[src/rtl/jesd_tx_pkg.sv]
// jesd_tx_pkg: state encoding, K-characters and limits shared by the JESD204B TX sequencer.
package jesd_tx_pkg;

    typedef enum logic [1:0] {
        ST_CGS       = 2'd0,
        ST_WAIT_LMFC = 2'd1,
        ST_ILAS      = 2'd2,
        ST_DATA      = 2'd3
    } state_e;

    localparam logic [7:0] K28_5 = 8'hBC;
    localparam logic [7:0] K28_0 = 8'h1C;
    localparam logic [7:0] K28_3 = 8'h7C;
    localparam logic [7:0] K28_4 = 8'h9C;
    localparam logic [7:0] K28_7 = 8'hFC;

    // F-1 for the fixed two-octet frame
    localparam logic [7:0] F_ENC   = 8'h01;
    localparam int         ILAS_MF = 4;
    localparam logic [4:0] K_MIN   = 5'd8;

endpackage

[src/rtl/jesd_tx_ilas_seq_if.sv]
// jesd_tx_ilas_seq_if: transport-side octet input and link-side octet/K-flag output of the sequencer.
interface jesd_tx_ilas_seq_if;

    logic [7:0] i_data;
    logic       o_data_rd;
    logic [7:0] o_data;
    logic       o_charisk;

    modport master (input i_data, output o_data_rd, o_data, o_charisk);
    modport slave  (output i_data, input o_data_rd, o_data, o_charisk);

endinterface

[src/rtl/jesd_ilas_cfg_rom.sv]
// jesd_ilas_cfg_rom: ILAS link-configuration octets 0..13 including the FCHK field checksum.
module jesd_ilas_cfg_rom
    import jesd_tx_pkg::*;
#(
    parameter logic [7:0] DID       = 8'h00,
    parameter logic [3:0] BID       = 4'h0,
    parameter logic [4:0] LID       = 5'h00,
    parameter logic [4:0] L_ENC     = 5'h00,
    parameter logic       SCR       = 1'b0,
    parameter logic [7:0] M_ENC     = 8'h00,
    parameter logic [4:0] N_ENC     = 5'h0F,
    parameter logic [4:0] NP_ENC    = 5'h0F,
    parameter logic [1:0] CS        = 2'd0,
    parameter logic [4:0] S_ENC     = 5'h00,
    parameter logic [2:0] SUBCLASSV = 3'd1,
    parameter logic [2:0] JESDV     = 3'd1,
    parameter logic       HD        = 1'b0,
    parameter logic [4:0] CF        = 5'h00
) (
    input  logic [3:0] idx_i,
    input  logic [4:0] k_i,
    output logic [7:0] octet_o
);

    logic [7:0] fchk;

    // FCHK sums field values, not packed octets
    assign fchk = DID + 8'(BID) + 8'(LID) + 8'(L_ENC) + 8'(SCR) + F_ENC + 8'(k_i) + M_ENC
                + 8'(N_ENC) + 8'(CS) + 8'(NP_ENC) + 8'(SUBCLASSV) + 8'(S_ENC) + 8'(JESDV)
                + 8'(HD) + 8'(CF);

    always_comb begin
        octet_o = 8'h00;
        case (idx_i)
            4'd0:    octet_o = DID;
            4'd1:    octet_o = {4'h0, BID};
            4'd2:    octet_o = {3'b0, LID};
            4'd3:    octet_o = {SCR, 2'b0, L_ENC};
            4'd4:    octet_o = F_ENC;
            4'd5:    octet_o = {3'b0, k_i};
            4'd6:    octet_o = M_ENC;
            4'd7:    octet_o = {CS, 1'b0, N_ENC};
            4'd8:    octet_o = {SUBCLASSV, NP_ENC};
            4'd9:    octet_o = {JESDV, S_ENC};
            4'd10:   octet_o = {HD, 2'b0, CF};
            4'd13:   octet_o = fchk;
            default: octet_o = 8'h00;
        endcase
    end

endmodule

[src/rtl/jesd_tx_ilas_seq.sv]
// jesd_tx_ilas_seq: JESD204B TX link sequencer (CGS -> LMFC-aligned 4-multiframe ILAS -> data).
// Define JESD_TX_CHAR_REPLACE_EN to enable frame/multiframe-end character replacement in DATA.
module jesd_tx_ilas_seq
    import jesd_tx_pkg::*;
#(
    parameter logic [7:0] DID       = 8'h00,
    parameter logic [3:0] BID       = 4'h0,
    parameter logic [4:0] LID       = 5'h00,
    parameter logic [4:0] L_ENC     = 5'h00,
    parameter logic       SCR       = 1'b0,
    parameter logic [7:0] M_ENC     = 8'h00,
    parameter logic [4:0] N_ENC     = 5'h0F,
    parameter logic [4:0] NP_ENC    = 5'h0F,
    parameter logic [1:0] CS        = 2'd0,
    parameter logic [4:0] S_ENC     = 5'h00,
    parameter logic [2:0] SUBCLASSV = 3'd1,
    parameter logic [2:0] JESDV     = 3'd1,
    parameter logic       HD        = 1'b0,
    parameter logic [4:0] CF        = 5'h00
) (
    input  logic               clk,
    input  logic               rst,
    input  logic [4:0]         i_K,
    input  logic               i_frame_clk,
    input  logic               i_lmfc_clk,
    input  logic               i_sync_n,
    jesd_tx_ilas_seq_if.master bus,
    output logic [1:0]         o_state,
    output logic               o_cfg_err
);

    state_e     state_q, state_d;
    logic [5:0] oct_q, oct_d;
    logic [1:0] mf_q, mf_d;
    logic [7:0] data_q, data_d;
    logic       k_q, k_d;
    logic       cfg_err_q;
    logic [7:0] cfg_oct, ilas_data, dat_data;
    logic       ilas_k, dat_k, first, last, q_slot, cfg_win;

    // frame pulses re-pin the even octet so the counter stays frame-locked
    assign oct_d = i_lmfc_clk ? 6'd0 : i_frame_clk ? {oct_q[5:1] + 5'd1, 1'b0} : oct_q + 6'd1;
    assign mf_d  = state_q != ST_ILAS ? 2'd0 : mf_q + 2'(i_lmfc_clk);

    always_comb begin
        state_d = state_q;
        case (state_q)
            ST_CGS:       state_d = (i_sync_n && i_K >= K_MIN) ? (i_lmfc_clk ? ST_ILAS : ST_WAIT_LMFC) : ST_CGS;
            ST_WAIT_LMFC: state_d = !i_sync_n ? ST_CGS : i_lmfc_clk ? ST_ILAS : ST_WAIT_LMFC;
            ST_ILAS:      state_d = !i_sync_n ? ST_CGS : (i_lmfc_clk && mf_q == 2'(ILAS_MF - 1)) ? ST_DATA : ST_ILAS;
            ST_DATA:      state_d = i_sync_n ? ST_DATA : ST_CGS;
            default:      state_d = ST_CGS;
        endcase
    end

    jesd_ilas_cfg_rom #(
        .DID(DID), .BID(BID), .LID(LID), .L_ENC(L_ENC), .SCR(SCR), .M_ENC(M_ENC),
        .N_ENC(N_ENC), .NP_ENC(NP_ENC), .CS(CS), .S_ENC(S_ENC), .SUBCLASSV(SUBCLASSV),
        .JESDV(JESDV), .HD(HD), .CF(CF)
    ) u_cfg_rom (
        .idx_i   (4'(oct_d - 6'd2)),
        .k_i     (i_K),
        .octet_o (cfg_oct)
    );

    assign first     = oct_d == 6'd0;
    assign last      = oct_d == {i_K, 1'b1};
    assign q_slot    = mf_d == 2'd1 && oct_d == 6'd1;
    assign cfg_win   = mf_d == 2'd1 && oct_d >= 6'd2 && oct_d <= 6'd15;
    assign ilas_data = first ? K28_0 : last ? K28_3 : q_slot ? K28_4 : cfg_win ? cfg_oct : {2'b0, oct_d};
    assign ilas_k    = first || last || q_slot;

`ifdef JESD_TX_CHAR_REPLACE_EN
    logic [7:0] ref_q;
    logic       ref_v_q, rep;

    assign rep      = ref_v_q && oct_d[0] && bus.i_data == ref_q;
    assign dat_data = rep ? (last ? K28_3 : K28_7) : bus.i_data;
    assign dat_k    = rep;

    // reference is always the original frame-end octet, never the substitute
    always_ff @(posedge clk) begin
        if (rst) begin
            ref_q   <= 8'h00;
            ref_v_q <= 1'b0;
        end else begin
            ref_v_q <= state_d == ST_DATA && (ref_v_q || oct_d[0]);
            if (state_d == ST_DATA && oct_d[0]) ref_q <= bus.i_data;
        end
    end
`else
    assign dat_data = bus.i_data;
    assign dat_k    = 1'b0;
`endif

    assign data_d = state_d == ST_ILAS ? ilas_data : state_d == ST_DATA ? dat_data : K28_5;
    assign k_d    = state_d == ST_ILAS ? ilas_k : state_d == ST_DATA ? dat_k : 1'b1;

    always_ff @(posedge clk) begin
        if (rst) begin
            state_q   <= ST_CGS;
            oct_q     <= 6'd0;
            mf_q      <= 2'd0;
            data_q    <= K28_5;
            k_q       <= 1'b1;
            cfg_err_q <= 1'b0;
        end else begin
            state_q   <= state_d;
            oct_q     <= oct_d;
            mf_q      <= mf_d;
            data_q    <= data_d;
            k_q       <= k_d;
            cfg_err_q <= i_K < K_MIN;
        end
    end

    assign bus.o_data    = data_q;
    assign bus.o_charisk = k_q;
    assign bus.o_data_rd = state_q == ST_DATA && i_sync_n;
    assign o_state       = state_q;
    assign o_cfg_err     = cfg_err_q;

endmodule

[src/flat_wrapper.sv]
// flat-port wrapper written by rule: the top's interface ports become plain ports
module jesd_tx_ilas_seq_flat import jesd_tx_pkg::*;
#(
    parameter logic [7:0] DID       = 8'h00,
    parameter logic [3:0] BID       = 4'h0,
    parameter logic [4:0] LID       = 5'h00,
    parameter logic [4:0] L_ENC     = 5'h00,
    parameter logic       SCR       = 1'b0,
    parameter logic [7:0] M_ENC     = 8'h00,
    parameter logic [4:0] N_ENC     = 5'h0F,
    parameter logic [4:0] NP_ENC    = 5'h0F,
    parameter logic [1:0] CS        = 2'd0,
    parameter logic [4:0] S_ENC     = 5'h00,
    parameter logic [2:0] SUBCLASSV = 3'd1,
    parameter logic [2:0] JESDV     = 3'd1,
    parameter logic       HD        = 1'b0,
    parameter logic [4:0] CF        = 5'h00
)
  (clk, rst, i_K, i_frame_clk, i_lmfc_clk, i_sync_n, o_state, o_cfg_err, bus_i_data, bus_o_data_rd, bus_o_data, bus_o_charisk);
  jesd_tx_ilas_seq_if bus_i ();
  input  logic clk;
  input  logic rst;
  input  logic [4:0] i_K;
  input  logic i_frame_clk;
  input  logic i_lmfc_clk;
  input  logic i_sync_n;
  output logic [1:0] o_state;
  output logic o_cfg_err;
  input wire logic [$bits(bus_i.i_data)-1:0] bus_i_data;
  output wire logic [$bits(bus_i.o_data_rd)-1:0] bus_o_data_rd;
  output wire logic [$bits(bus_i.o_data)-1:0] bus_o_data;
  output wire logic [$bits(bus_i.o_charisk)-1:0] bus_o_charisk;
  assign bus_i.i_data = bus_i_data;
  assign bus_o_data_rd = bus_i.o_data_rd;
  assign bus_o_data = bus_i.o_data;
  assign bus_o_charisk = bus_i.o_charisk;
  jesd_tx_ilas_seq #(.DID(DID), .BID(BID), .LID(LID), .L_ENC(L_ENC), .SCR(SCR), .M_ENC(M_ENC), .N_ENC(N_ENC), .NP_ENC(NP_ENC), .CS(CS), .S_ENC(S_ENC), .SUBCLASSV(SUBCLASSV), .JESDV(JESDV), .HD(HD), .CF(CF)) u_core (.clk(clk), .rst(rst), .i_K(i_K), .i_frame_clk(i_frame_clk), .i_lmfc_clk(i_lmfc_clk), .i_sync_n(i_sync_n), .bus(bus_i), .o_state(o_state), .o_cfg_err(o_cfg_err));
endmodule
[config.mk]
export PLATFORM = sky130hd
export DESIGN_NAME = jesd_tx_ilas_seq_flat
export DESIGN_NICKNAME = d
export VERILOG_FILES = /design/src/rtl/jesd_tx_pkg.sv /design/src/rtl/jesd_tx_ilas_seq_if.sv /design/src/rtl/jesd_ilas_cfg_rom.sv /design/src/rtl/jesd_tx_ilas_seq.sv /design/src/flat_wrapper.sv
export SDC_FILE = /design/constraint.sdc
export NUM_CORES = 1
export LEC_CHECK = 0
export CAP_MARGIN = 20
export CORE_MARGIN = 1
export CORE_UTILIZATION = 30
export DETAILED_ROUTE_END_ITERATION = 12
export HOLD_SLACK_MARGIN = 0.15
export SLEW_MARGIN = 20
export SYNTH_ARGS = -nofsm -noshare
export SYNTH_HDL_FRONTEND = slang
export SYNTH_SLANG_ARGS = --single-unit
[constraint.sdc]
create_clock -name clk -period 3.1 [get_ports clk]
set_input_delay 0.62 -clock clk [delete_from_list [all_inputs] [get_ports clk]]
set_output_delay 0.62 -clock clk [all_outputs]
set_load 0.03 [all_outputs]
* Word level (Yosys, flattened, before mapping)
Cells that the tools add are included.
Storage, ports and cells: register bits 20, input port bits 18, output and inout port bits 13
Operators by class: add/subtract/negate cells 9, order comparisons 4, equal/unequal tests 16, mux-type cells 19, reductions and logical operators 10
Operators by type and width (number):
- 2-to-1 mux 8 bit | 6
- case mux 8 bit (6 select lines) | 1
- adder 8 x 1 -> 8 bit, second input constant | 2
- adder 8 x 4 -> 8 bit, second input constant | 2
- == test 4 x 3 -> 1 bit, second input constant | 3
- == test 4 bit, second input constant | 3
- 2-to-1 mux 2 bit | 6
- 2-to-1 mux 6 bit | 2
- == test 2 bit, second input constant | 5
- case mux 2 bit (4 select lines) | 1
- adder 1 x 5 -> 6 bit, first input constant | 1
- adder 6 x 1 -> 6 bit, second input constant | 1
- == test 6 x 1 -> 1 bit, second input constant | 1
- == test 6 bit | 1
- greater-or-equal comparator 6 x 2 -> 1 bit, second input constant | 1
- <= comparator 6 x 4 -> 1 bit, second input constant | 1
- logical AND 1 bit | 6
- zero test 6 bit | 1
- adder 5 x 1 -> 5 bit, second input constant | 1
- greater-or-equal comparator 5 x 4 -> 1 bit, second input constant | 1
- less-than comparator 5 x 4 -> 1 bit, second input constant | 1
- == test 2 x 1 -> 1 bit, second input constant | 2
- subtractor 4 x 2 -> 4 bit, second input constant | 1
- 2-to-1 mux 1 bit | 3
- 4 further kinds | 5

* Logic depth before layout (Yosys ltp)
Gate-level depths: netlist of run 1.
depth in word-level cells 11, mapped depth 12, mapped depth without buffers 11

* By module
From an unflattened synthesis of run 1, not the netlist that was laid out.
Second synthesis, totals: cell total of the unflattened synthesis 190, area total of the unflattened synthesis 1534.0 sq um
Modules (own cells, without submodules):
- jesd_tx_ilas_seq | instances 1, cells each 149, area an instance 1273.7 sq um, sequential area each 400.4 sq um
- jesd_ilas_cfg_rom | instances 1, cells each 41, area an instance 260.2 sq um, sequential area each 0.0 sq um

* Least setup slack after synthesis of run 1
No wires, ideal clock.
kind input port to flip-flop, from input i_frame_clk, to register u_core.data_q[3], in the netlist u_core.bus.o_data[3], library setup time 0.078 ns, data arrival time 2.649 ns, data required time 3.022 ns, setup slack 0.373 ns, stages 11, buffers on the path 2, path through buf_4 -> nand2b_1 -> a21o_1 -> ha_1 -> nor4_1 -> and2_1 -> buf_1 -> nand2_1 -> mux2i_1 -> o221ai_1 -> a32oi_1
Between the ends: cells in the longest elaborated chain, start to end 10, elaborated cells between the ends (all ways) 23
Ends and longest elaborated chain:
- from (decl) | RTL line flat_wrapper.sv:24 | input logic i_frame_clk;
- 2-to-1 mux 6 bit * (2 in series) | RTL line jesd_tx_ilas_seq.sv:42 | assign oct_d = i_lmfc_clk ? 6'd0 : i_frame_clk ? {oct_q[5:1] + 5'd1, 1'b0} : oct_q + 6'd1;
- subtractor 4 x 2 -> 4 bit or greater-or-equal comparator 6 x 2 -> 1 bit (tied branches) | RTL line jesd_tx_ilas_seq.sv:61, jesd_tx_ilas_seq.sv:69
- == test 4 bit, or another cell as far along | RTL line jesd_ilas_cfg_rom.sv:34 | case (idx_i)
- case mux 8 bit (6 select lines) or logical AND 1 bit (tied branches) | RTL line jesd_ilas_cfg_rom.sv:34, jesd_tx_ilas_seq.sv:69
- 2-to-1 mux 8 bit (3 in series) | RTL line jesd_tx_ilas_seq.sv:70 | assign ilas_data = first ? K28_0 : last ? K28_3 : q_slot ? K28_4 : cfg_win ? cfg_oct : {2'b0, oct_d};
- 2-to-1 mux 8 bit * | RTL line jesd_tx_ilas_seq.sv:70
- 2-to-1 mux 8 bit * | RTL line jesd_tx_ilas_seq.sv:96 | assign data_d = state_d == ST_ILAS ? ilas_data : state_d == ST_DATA ? dat_data : K28_5;
- to (signal assigned) | RTL line jesd_tx_ilas_seq.sv:111 | data_q <= data_d;
- to (decl) | RTL line jesd_tx_ilas_seq.sv:35 | logic [7:0] data_q, data_d;
Mark *: on every way between the ends. The rest lies on a longest branch, timed or not. A chain may end at the register's enable or synchronous reset.

* Worst setup path in the final report of run 1
from input i_lmfc_clk, to register u_core.data_q[0], in the netlist u_core.bus.o_data[0]
Between the ends: cells in the longest elaborated chain, start to end 10, elaborated cells between the ends (all ways) 35
Ends and longest elaborated chain:
- from (decl) | RTL line flat_wrapper.sv:25 | input logic i_lmfc_clk;
- branches (longest 9 deep; another with subtractor 4 x 2 -> 4 bit)
- 2-to-1 mux 8 bit * | RTL line jesd_tx_ilas_seq.sv:96
Mark *: on every way between the ends.

==> results of run 1 <==
==> worst min-delay path by stage <==
| stage | startpoint | slack [ns] | endpoint |
|---|---|---|---|
| 4_1_cts | u_core.o_state[0]$_SDFF_PP0_ | 0.56 | u_core.mf_q[0]$_SDFF_PP0_ |
| 3_3_place_gp | u_core.o_state[0]$_SDFF_PP0_ | 0.54 | u_core.mf_q[0]$_SDFF_PP0_ |
| 5_1_grt | u_core.o_state[0]$_SDFF_PP0_ | 0.60 | u_core.mf_q[0]$_SDFF_PP0_ |
| 3_5_place_dp | u_core.o_state[0]$_SDFF_PP0_ | 0.55 | u_core.mf_q[0]$_SDFF_PP0_ |
| 6_report | u_core.o_state[0]$_SDFF_PP0_ | 0.56 | u_core.mf_q[0]$_SDFF_PP0_ |
| 2_1_floorplan | u_core.mf_q[1]$_SDFF_PP0_ | 0.55 | u_core.mf_q[1]$_SDFF_PP0_ |
==> per-layer routing <==
layer / track usage / part of all wire
met4: 0.0479 / 0.0087
met5: 0 / 0
met1: 0.209 / 0.48
met2: 0.281 / 0.49
met3: 0.0166 / 0.026
==> final cells by class <==
type / count / area, um^2 / share of cell area
multi-input combinational: 146 / 1050 / 0.501
timing repair buffer: 53 / 475 / 0.227
sequential: 20 / 400 / 0.191
tap: 67 / 83.8 / 0.0400
clock buffer: 4 / 55.1 / 0.0263
inverter: 8 / 30.0 / 0.0143
==> power groups by stage <==
| stage | clock network [mW] | registers (mW) | logic [mW] |
|---|---|---|---|
| 3_5_place_dp | 0 | 0.277 | 0.181 |
| 3_3_place_gp | 0 | 0.277 | 0.181 |
| 2_1_floorplan | 0 | 0.286 | 0.0889 |
| 6_report | 0.196 | 0.271 | 0.182 |
| 4_1_cts | 0.201 | 0.271 | 0.182 |
| 5_1_grt | 0.209 | 0.272 | 0.198 |
==> cells by family (layout without fill, tap and decap cells) <==
kind of cell             Yosys count  count (layout)
AO/OA/AOI/OAI                     47              47
XOR/XNOR                          12              12
adder cells (fa/ha/maj)            6               6
buffers and inverters             14              65
flip-flops                        20              20
multiplexers                      10              10
AND/OR/NAND/NOR                   71              71
==> stage by stage <==
step | cell area (um^2) | TNS [ns]
2_1_floorplan | 1500 | 0
3_3_place_gp | 2030 | -0.0596
3_5_place_dp | 2030 | -0.134
4_1_cts | 2090 | 0
5_1_grt | 2100 | 0
6_report | 2100 | 0
==> flip-flops by register name, indices dropped and copies added (netlist names) <==
name / count
u_core.bus.o_data: 8
u_core.oct_q: 6
u_core.mf_q: 2
u_core.o_state: 2
u_core.bus.o_charisk: 1
u_core.o_cfg_err: 1
==> Yosys cell counts (4+ instances only) <==
| cell | count | share of area |
|---|---|---|
| mux2i_1 | 8 | 0.053 |
| a21oi_1 | 5 | 0.017 |
| xnor2_1 | 9 | 0.052 |
| nor2_1 | 18 | 0.045 |
| ha_1 | 6 | 0.050 |
| o21ai_0 | 7 | 0.023 |
| dfxtp_1 | 20 | 0.27 |
| inv_1 | 8 | 0.020 |
| nand2_1 | 12 | 0.030 |
| nor3_1 | 4 | 0.013 |
| a31oi_1 | 5 | 0.021 |
| nand3_1 | 5 | 0.017 |
| nor2b_1 | 6 | 0.025 |
| nand2b_1 | 5 | 0.021 |
==> repair_timing <==
action	in CTS	in global routing
endpoints found under the setup margin	0	1
resized for setup	0	2
endpoints found under the hold margin	0	0
==> key figures, run 1 <==
Worst setup path
  • Cells on worst reg2reg path: 11
  • R2R Path Start: u_core.oct_q[0]$_SDFF_PP0_
  • Crit end category: register
  • Crit-path slowest cell: clkdlybuf4s50_1
  • Worst R2R End: u_core.bus.o_data[0]$_SDFF_PP0_
  • Type of origin of the critical path: input pin
  • Buffers & Inverters on Critical Path: 5
  • Levels on crit path: 12
  • CP max stage delay: 0.49 ns
  • Worst-path cell chain: clkdlybuf4s50_1 > inv_1 > o211a_1 > inv_1 > ha_1 > nor4_1 > buf_4 > and2_1 > buf_4 > a22oi_1 > nand3_1 > a32o_1
  • Worst EP required: 3.25 ns
  • CP delay by family, top: buffers and inverters
  • CP Class: in2reg
  • Worst Setup SP: i_lmfc_clk
  • CP arrival: 2.92 ns
  • Critical path fanouts, max: 4
  • Critical path endpoint: u_core.bus.o_data[0]$_SDFF_PP0_
  • R2r setup slk: 0.37 ns

Route
  • Detailed Route Iter0 Violations: 75
  • Wirelength, routed: 4130 um
  • First-pass iteration count of the detailed router: 4
  • WL/cell: 13.9 um
  • Via Count: 1489
  • Vias per cell: 5.00
  • Post-route ant nets: 0
  • Detailed-route DRC error count: 0

Floorplanning
  • Row cnt: 25
  • Die Y: 72.8 um
  • Die outline width: 72.8 um
  • Num ports: 31
  • Die area: 5300 um^2
  • Core Box Area: 4790 um^2
  • Initial Utilization: 0.314

STA
  • Post-route worst setup slack: 0.331 ns
  • Max Freq: 361 MHz
  • Period minus WS final: 2.77 ns
  • Final period utilization: 0.893
  • Clk_skew: 0.00126 ns
  • Slew Limit Fails: 0
  • Final Hold Viols: 0
  • Unrepaired setup endpoints after global routing: no
  • WHS: 0.564 ns
  • Worst-Margin Slew: 0.458 ns
  • Max_slew headroom: 0.692
  • # setup viols final: 0

Synthesis
  • Sequential share of the synthesized area: 0.266
  • Post-Synth Adder-Cell Area: 0.0500
  • Post-Synth Simple-Gate Area: 0.254
  • Post-synth ARST share: 0
  • FF+latch count, synth: 20
  • Largest family of logic cells by synthesized area: simple AND/OR/NAND/NOR gates
  • Ys flop type: dfxtp_1
  • Number of enable flip-flop cells after synthesis: 0
  • Synthesized area: 1500 um^2
  • Synth Area in Compound Gates: 0.241
  • Post-synthesis mux area share: 0.0758
  • Yosys Warn Count: 0
  • Synth unique cells: 58
  • Post-Synthesis Cells: 180
  • Post-Synth XOR/XNOR Area: 0.0749
  • Syn_nets: 204
  • Synth Area per Inst: 8.35 um^2

Final layout
  • Most common cell after layout, fill and taps aside: clkdlybuf4s50_1
  • Share of cells above drive strength 1: 0.156
  • Nets: 256
  • Diode count: 0
  • Most frequent cells in the layout: clkdlybuf4s50_1, buf_4, dfxtp_1, nor2_1, nand2_1
  • Area Overhead vs Synth: 39.5%
  • Final Instance Count excl. Fillers: 298
  • Final core occ: 0.438
  • Fillers: 500

Global route
  • GRT Residual Overflow: 0
  • Initial antenna violation count: 0
  • First-pass GRT wire length: 6700 um
  • Largest net degree at the start of global routing: 16
  • Global-route usage over all layers: 0.161
  • Vias in the first global route: 1459

Power
  • VDD IR max: 0.000217 V
  • Sw frac: 0.284
  • Internal power: 465 uW
  • P_sw: 184 uW
  • Pwr dens: 310 nW/um^2
  • Power, Total: 649 uW
  • Combinational share of power: 0.281
  • Pleak: 0.833 nW
  • Power share of the clock group: 0.302
  • Sequential power share: 0.417

Clock tree
  • Total setup buffers inserted after CTS: 0
  • Clk Latency, worst-skew pair: 0.25 ns
  • CTS Root Buffer Type: clkbuf_8
  • Hold-fix buffers at CTS: 0
  • Total CTS buffers: 3
  • Clk buf depth: 2
  • Worst-path clk slew: 0.07 ns
  • H-tree levels: 1
  • CTS tree: yes
  • CTS Sinks: 20

Placed design
  • Detailed placement HPWL: 3370 um
  • IO Port Bufs: 30
  • Pre-CTS setup slack: -0.0680 ns
  • Placed Cells incl. Taps: 294
  • Final RePlAce weighted congestion: 0.807

Min path
  • Hold depth: 1
  • Worst Hold Class: reg2reg

Run status
  • Status: complete, no violations

Flow run
  • Max-cap violation count: 0
No activity file was read; power rests on OpenSTA's default activity.
==> run 2: changes to the inputs <==
--- a/config.mk
+++ b/config.mk
@@ -5,8 +5,8 @@
 export SDC_FILE = /design/constraint.sdc
 export NUM_CORES = 1
 export LEC_CHECK = 0
-export CAP_MARGIN = 20
-export CORE_MARGIN = 1
+export CAP_MARGIN = 10
+export CORE_MARGIN = 2
 export CORE_UTILIZATION = 30
 export DETAILED_ROUTE_END_ITERATION = 12
 export HOLD_SLACK_MARGIN = 0.15
==> key figures, run 2 (synthesis results as in run 1) <==
STA
  • Slew Limit Fails: 0
  • Final Hold Viols: 0
  • Final period utilization: 0.937
  • # setup viols final: 0
  • Clk_skew: 0.00422 ns
  • Unrepaired setup endpoints after global routing: no
  • Max_slew headroom: 0.650
  • Worst-Margin Slew: 0.524 ns
  • Max Freq: 344 MHz
  • Period minus WS final: 2.91 ns

Clock tree
  • CTS Root Buffer Type: clkbuf_8
  • Clk buf depth: 2
  • Cts repair resizes: 0
  • Total CTS buffers: 3
  • CTS tree: yes
  • Worst-path clk slew: 0.07 ns
  • Hold-fix buffers at CTS: 0
  • CTS Sinks: 20
  • H-tree levels: 1
  • Clk Latency, worst-skew pair: 0.25 ns
  • Total setup buffers inserted after CTS: 0

Route
  • Post-route ant nets: 0
  • First-pass iteration count of the detailed router: 4
  • Via Count: 1515
  • Vias per cell: 5.19
  • Wirelength, routed: 4130 um
  • Detailed Route Iter0 Violations: 70
  • WL/cell: 14.1 um
  • Detailed-route DRC error count: 0

Floorplanning
  • Die Y: 74.8 um
  • Row cnt: 25
  • Die area: 5590 um^2
  • Core Box Area: 4790 um^2
  • Die outline width: 74.8 um
  • Num ports: 31
  • Initial Utilization: 0.314

Final layout
  • Most common cell after layout, fill and taps aside: clkdlybuf4s50_1
  • Nets: 251
  • Fillers: 494
  • Max FFs per register: 8
  • Diode count: 0
  • Area Overhead vs Synth: 35.5%
  • Most frequent cells in the layout: clkdlybuf4s50_1, dfxtp_1, nor2_1, buf_4, nand2_1
  • Final Instance Count excl. Fillers: 292
  • Share of cells above drive strength 1: 0.129
  • Design area: 2040 um^2
  • Final core occ: 0.425

Flow run
  • Max-cap violation count: 0

Global route
  • First-pass GRT wire length: 6740 um
  • Vias in the first global route: 1448
  • Largest net degree at the start of global routing: 16
  • Initial antenna violation count: 0
  • Global-route usage over all layers: 0.155
  • GRT Residual Overflow: 0

Power
  • Pleak: 0.791 nW
  • VDD IR max: 0.000198 V
  • Pwr dens: 299 nW/um^2

Worst setup path
  • CP arrival: 3.08 ns
  • R2R Path Start: u_core.oct_q[0]$_SDFF_PP0_
  • CP Class: in2reg
  • Crit end category: register
  • Critical path fanouts, max: 7
  • Worst R2R End: u_core.bus.o_data[3]$_SDFF_PP1_
  • Cells on worst reg2reg path: 11
  • Type of origin of the critical path: input pin
  • Worst Setup SP: i_frame_clk
  • Worst EP required: 3.27 ns
  • R2r setup slk: 0.34 ns

Min path
  • Worst Hold Class: reg2reg
  • HP Start: u_core.o_state[0]$_SDFF_PP0_
  • Hold EP: u_core.mf_q[0]$_SDFF_PP0_
  • Hold depth: 1

Placed design
  • Placed Cells incl. Taps: 289
  • IO Port Bufs: 30
  • DP Area: 1990 um^2
  • Final RePlAce weighted congestion: 0.947
  • Detailed placement HPWL: 3350 um

Run status
  • Status: complete, no violations
==> run 2: cell types whose count changed in the layout (fill, tap and decap cells not counted) <==
cell / change
dlymetal6s2s_1: -1
nor4_1: +1
nor4_2: -1
clkdlybuf4s50_1: +1
clkbuf_8: -1
buf_4: -5
==> run 2: worst max path at each step <==
stage | end | slack, ns
finish | u_core.bus.o_data[3]$_SDFF_PP1_ | 0.19
global route | u_core.bus.o_data[3]$_SDFF_PP1_ | 0.05
CTS | u_core.bus.o_data[3]$_SDFF_PP1_ | 0.20
detailed placement | u_core.bus.o_data[3]$_SDFF_PP1_ | -0.06
global placement | u_core.bus.o_data[3]$_SDFF_PP1_ | -0.009
floorplan | u_core.bus.o_data[3]$_SDFF_PP1_ | 0.37
==> run 2: final cells by class <==
cell class,count,area [um^2],share of cell area
timing repair buffer,48,435,0.214
sequential,20,400,0.197
multi-input combinational,146,1040,0.513
inverter,8,30.0,0.0148
tap,67,83.8,0.0412
clock buffer,3,41.3,0.0203
==> run 2: routing by layer <==
layer  routed length, um  GRT usage  part of all wire  up-vias
met2                2010      0.275              0.49       29
met1                1970      0.203              0.48      723
li1                    -          -                 -      761
met4                  15     0.0298            0.0036        0
met5                   0          0                 0        -
met3                 131     0.0187             0.032        2
==> run 2: power breakdown <==
group	switching [mW]	internal [mW]
logic	0.0928	0.0825
registers	0.00626	0.265
clock network	0.0765	0.0863
total	0.176	0.434
==> run 2: through the flow <==
stage               hold slack, ns  setup TNS (ns)  total power, mW  worst slack [ns]
finish                       0.556               0            0.609             0.195
floorplan                    0.547               0            0.375             0.373
CTS                          0.564               0            0.618             0.198
global route                 0.597               0            0.643            0.0459
detailed placement           0.546         -0.0739            0.451           -0.0631
global placement             0.533         -0.0135            0.452          -0.00858
==> run 2: worst max-delay path: stages <==
cell	delay, ns
clkdlybuf4s50_1	0.51
nand2b_1	0.20
a21o_1	0.20
ha_1	0.33
inv_1	0.05
a211o_1	0.28
nor4_1	0.32
a21o_1	0.16
o221ai_1	0.17
a32oi_1	0.24
==> run 3: changes to the inputs <==
--- a/config.mk
+++ b/config.mk
@@ -7,10 +7,11 @@
 export LEC_CHECK = 0
 export CAP_MARGIN = 10
 export CORE_MARGIN = 2
-export CORE_UTILIZATION = 30
+export CORE_UTILIZATION = 51
 export DETAILED_ROUTE_END_ITERATION = 12
 export HOLD_SLACK_MARGIN = 0.15
-export SLEW_MARGIN = 20
+export PLACE_DENSITY = 0.8
+export SLEW_MARGIN = 40
 export SYNTH_ARGS = -nofsm -noshare
 export SYNTH_HDL_FRONTEND = slang
 export SYNTH_SLANG_ARGS = --single-unit
==> key figures, run 3 (synthesis results as in run 1) <==
Power
  • P_sw: 194 uW
  • Power share of the clock group: 0.331
  • Power, Total: 671 uW
  • Sw frac: 0.289
  • Internal power: 477 uW
  • Pleak: 0.784 nW
  • Pwr dens: 338 nW/um^2
  • Combinational share of power: 0.264
  • Sequential power share: 0.405
  • VDD IR max: 0.000350 V

Flow run
  • Max-cap violation count: 0

Min path
  • Worst Hold Class: reg2reg

Worst setup path
  • Most used cell, CP: a21o_1
  • CP arrival: 3.18 ns
  • Crit end category: register
  • Worst-path cell chain: clkdlybuf4s50_1 > nand2b_1 > a21o_1 > ha_1 > inv_1 > a211o_1 > nor4_1 > a21o_1 > o221ai_1 > a32oi_1
  • Type of origin of the critical path: input pin
  • CP Class: in2reg
  • CP max stage delay: 0.54 ns
  • Critical path fanouts, max: 8
  • Crit-path slowest cell: clkdlybuf4s50_1
  • Worst EP required: 3.36 ns

Route
  • Via Count: 1605
  • Post-route ant nets: 0
  • Detailed Route Iter0 Violations: 93
  • Detailed-route DRC error count: 0
  • Wirelength, routed: 4510 um
  • First-pass iteration count of the detailed router: 4
  • WL/cell: 17.8 um
  • Vias per cell: 6.32

Clock tree
  • Total CTS buffers: 3
  • Hold-fix buffers at CTS: 0
  • CTS Root Buffer Type: clkbuf_4
  • Worst-path clk slew: 0.13 ns
  • Total setup buffers inserted after CTS: 0
  • CTS tree: yes
  • H-tree levels: 1
  • Clk buf depth: 2
  • Clk Latency, worst-skew pair: 0.32 ns
  • CTS Sinks: 20

STA
  • Max_slew headroom: 0.648
  • Slew Limit Fails: 0
  • Period minus WS final: 2.92 ns
  • Post-route worst setup slack: 0.180 ns
  • WHS: 0.570 ns
  • Total Neg Setup Slack: 0 ns
  • Clk_skew: 0.0122 ns
  • Max Freq: 342 MHz
  • # setup viols final: 0
  • Unrepaired setup endpoints after global routing: no
  • Final Hold Viols: 0
  • Worst-Margin Slew: 0.514 ns
  • Final period utilization: 0.942

Global route
  • Largest net degree at the start of global routing: 13
  • First-pass GRT wire length: 7400 um
  • Global-route usage over all layers: 0.291
  • GRT Residual Overflow: 0
  • Initial antenna violation count: 0
  • Vias in the first global route: 1628

Run status
  • Status: complete, no violations

Floorplanning
  • Die outline width: 58.3 um
  • Initial Utilization: 0.540
  • Core Box Area: 2780 um^2
  • Die area: 3400 um^2
  • Row cnt: 19
  • Num ports: 31
  • Die Y: 58.3 um

Final layout
  • Final Instance Count excl. Fillers: 254
  • Nets: 248
  • Design area: 1990 um^2
  • Most frequent cells in the layout: clkdlybuf4s50_1, dfxtp_1, nor2_1, buf_4, nand2_1
  • Fillers: 228
  • Share of cells above drive strength 1: 0.126
  • Most common cell after layout, fill and taps aside: clkdlybuf4s50_1
  • Reg area: 400 um^2
  • Max FFs per register: 8
  • Final core occ: 0.714
  • Diode count: 0
  • Area of the multi-input gates: 1050 um^2
  • Area Overhead vs Synth: 32.1%

Placed design
  • Pre-CTS setup slack: -0.0920 ns
  • DP Area: 1930 um^2
  • Detailed placement HPWL: 3540 um
  • Final RePlAce weighted congestion: 0.872
  • IO Port Bufs: 30
  • Placed Cells incl. Taps: 250
[run 3: changes by cell type in the layout (fill, tap and decap cells not counted), sizes merged]
cell,before,now
buf,18,15
bufinv,0,1
[run 3: final timing paths]
| path | to | startpoint | depth (start not counted) | slack [ns] |
|---|---|---|---|---|
| worst max register to register | u_core.bus.o_data[3]$_SDFF_PP1_ | u_core.oct_q[0]$_SDFF_PP0_ | 10 | 0.27 |
| worst max-delay path | u_core.bus.o_data[3]$_SDFF_PP1_ | i_frame_clk | 10 | 0.18 |
| worst min register to register | u_core.mf_q[0]$_SDFF_PP0_ | u_core.o_state[0]$_SDFF_PP0_ | 1 | 0.57 |
| worst min-delay path | u_core.mf_q[0]$_SDFF_PP0_ | u_core.o_state[0]$_SDFF_PP0_ | 1 | 0.57 |
[run 3: final cells by class]
| type | instances | area share |
|---|---|---|
| Sequential cell | 20 | 0.202 |
| Inverter | 8 | 0.0151 |
| Clock buffer | 3 | 0.0113 |
| Tap cell | 31 | 0.0195 |
| Timing Repair Buffer | 45 | 0.208 |
| Clock inverter | 1 | 0.0151 |
| Multi-Input combinational cell | 146 | 0.529 |
[run 3: power by group through the flow]
| stage | registers [mW] | clock network, mW | logic [mW] |
|---|---|---|---|
| 2_1_floorplan | 0.286 | 0 | 0.0889 |
| 3_3_place_gp | 0.276 | 0 | 0.167 |
| 3_5_place_dp | 0.277 | 0 | 0.172 |
| 4_1_cts | 0.271 | 0.221 | 0.174 |
| 5_1_grt | 0.273 | 0.233 | 0.191 |
| 6_report | 0.272 | 0.222 | 0.177 |
[run 3: critical path: cells and delay by family]
| family | cells | cell delay (ns) |
|---|---|---|
| AO/OA/AOI/OAI | 5 | 1.01 |
| buffers and inverters | 2 | 0.62 |
| AND/OR/NAND/NOR | 2 | 0.60 |
| adder cells (fa/ha/maj) | 1 | 0.33 |
[run 3: timing repair]
action | in CTS | in global routing
gates resized for setup | 0 | 1
endpoints found under the hold margin | 0 | 0
setup endpoints to repair | 0 | 1
[run 3: per-layer routing]
metal | up-vias | part of all wire | global-route usage
met5 | - | 0 | 0
met4 | 0 | 0.042 | 0.169
met3 | 19 | 0.043 | 0.0647
met2 | 59 | 0.50 | 0.485
met1 | 770 | 0.41 | 0.340
li1 | 757 | - | -
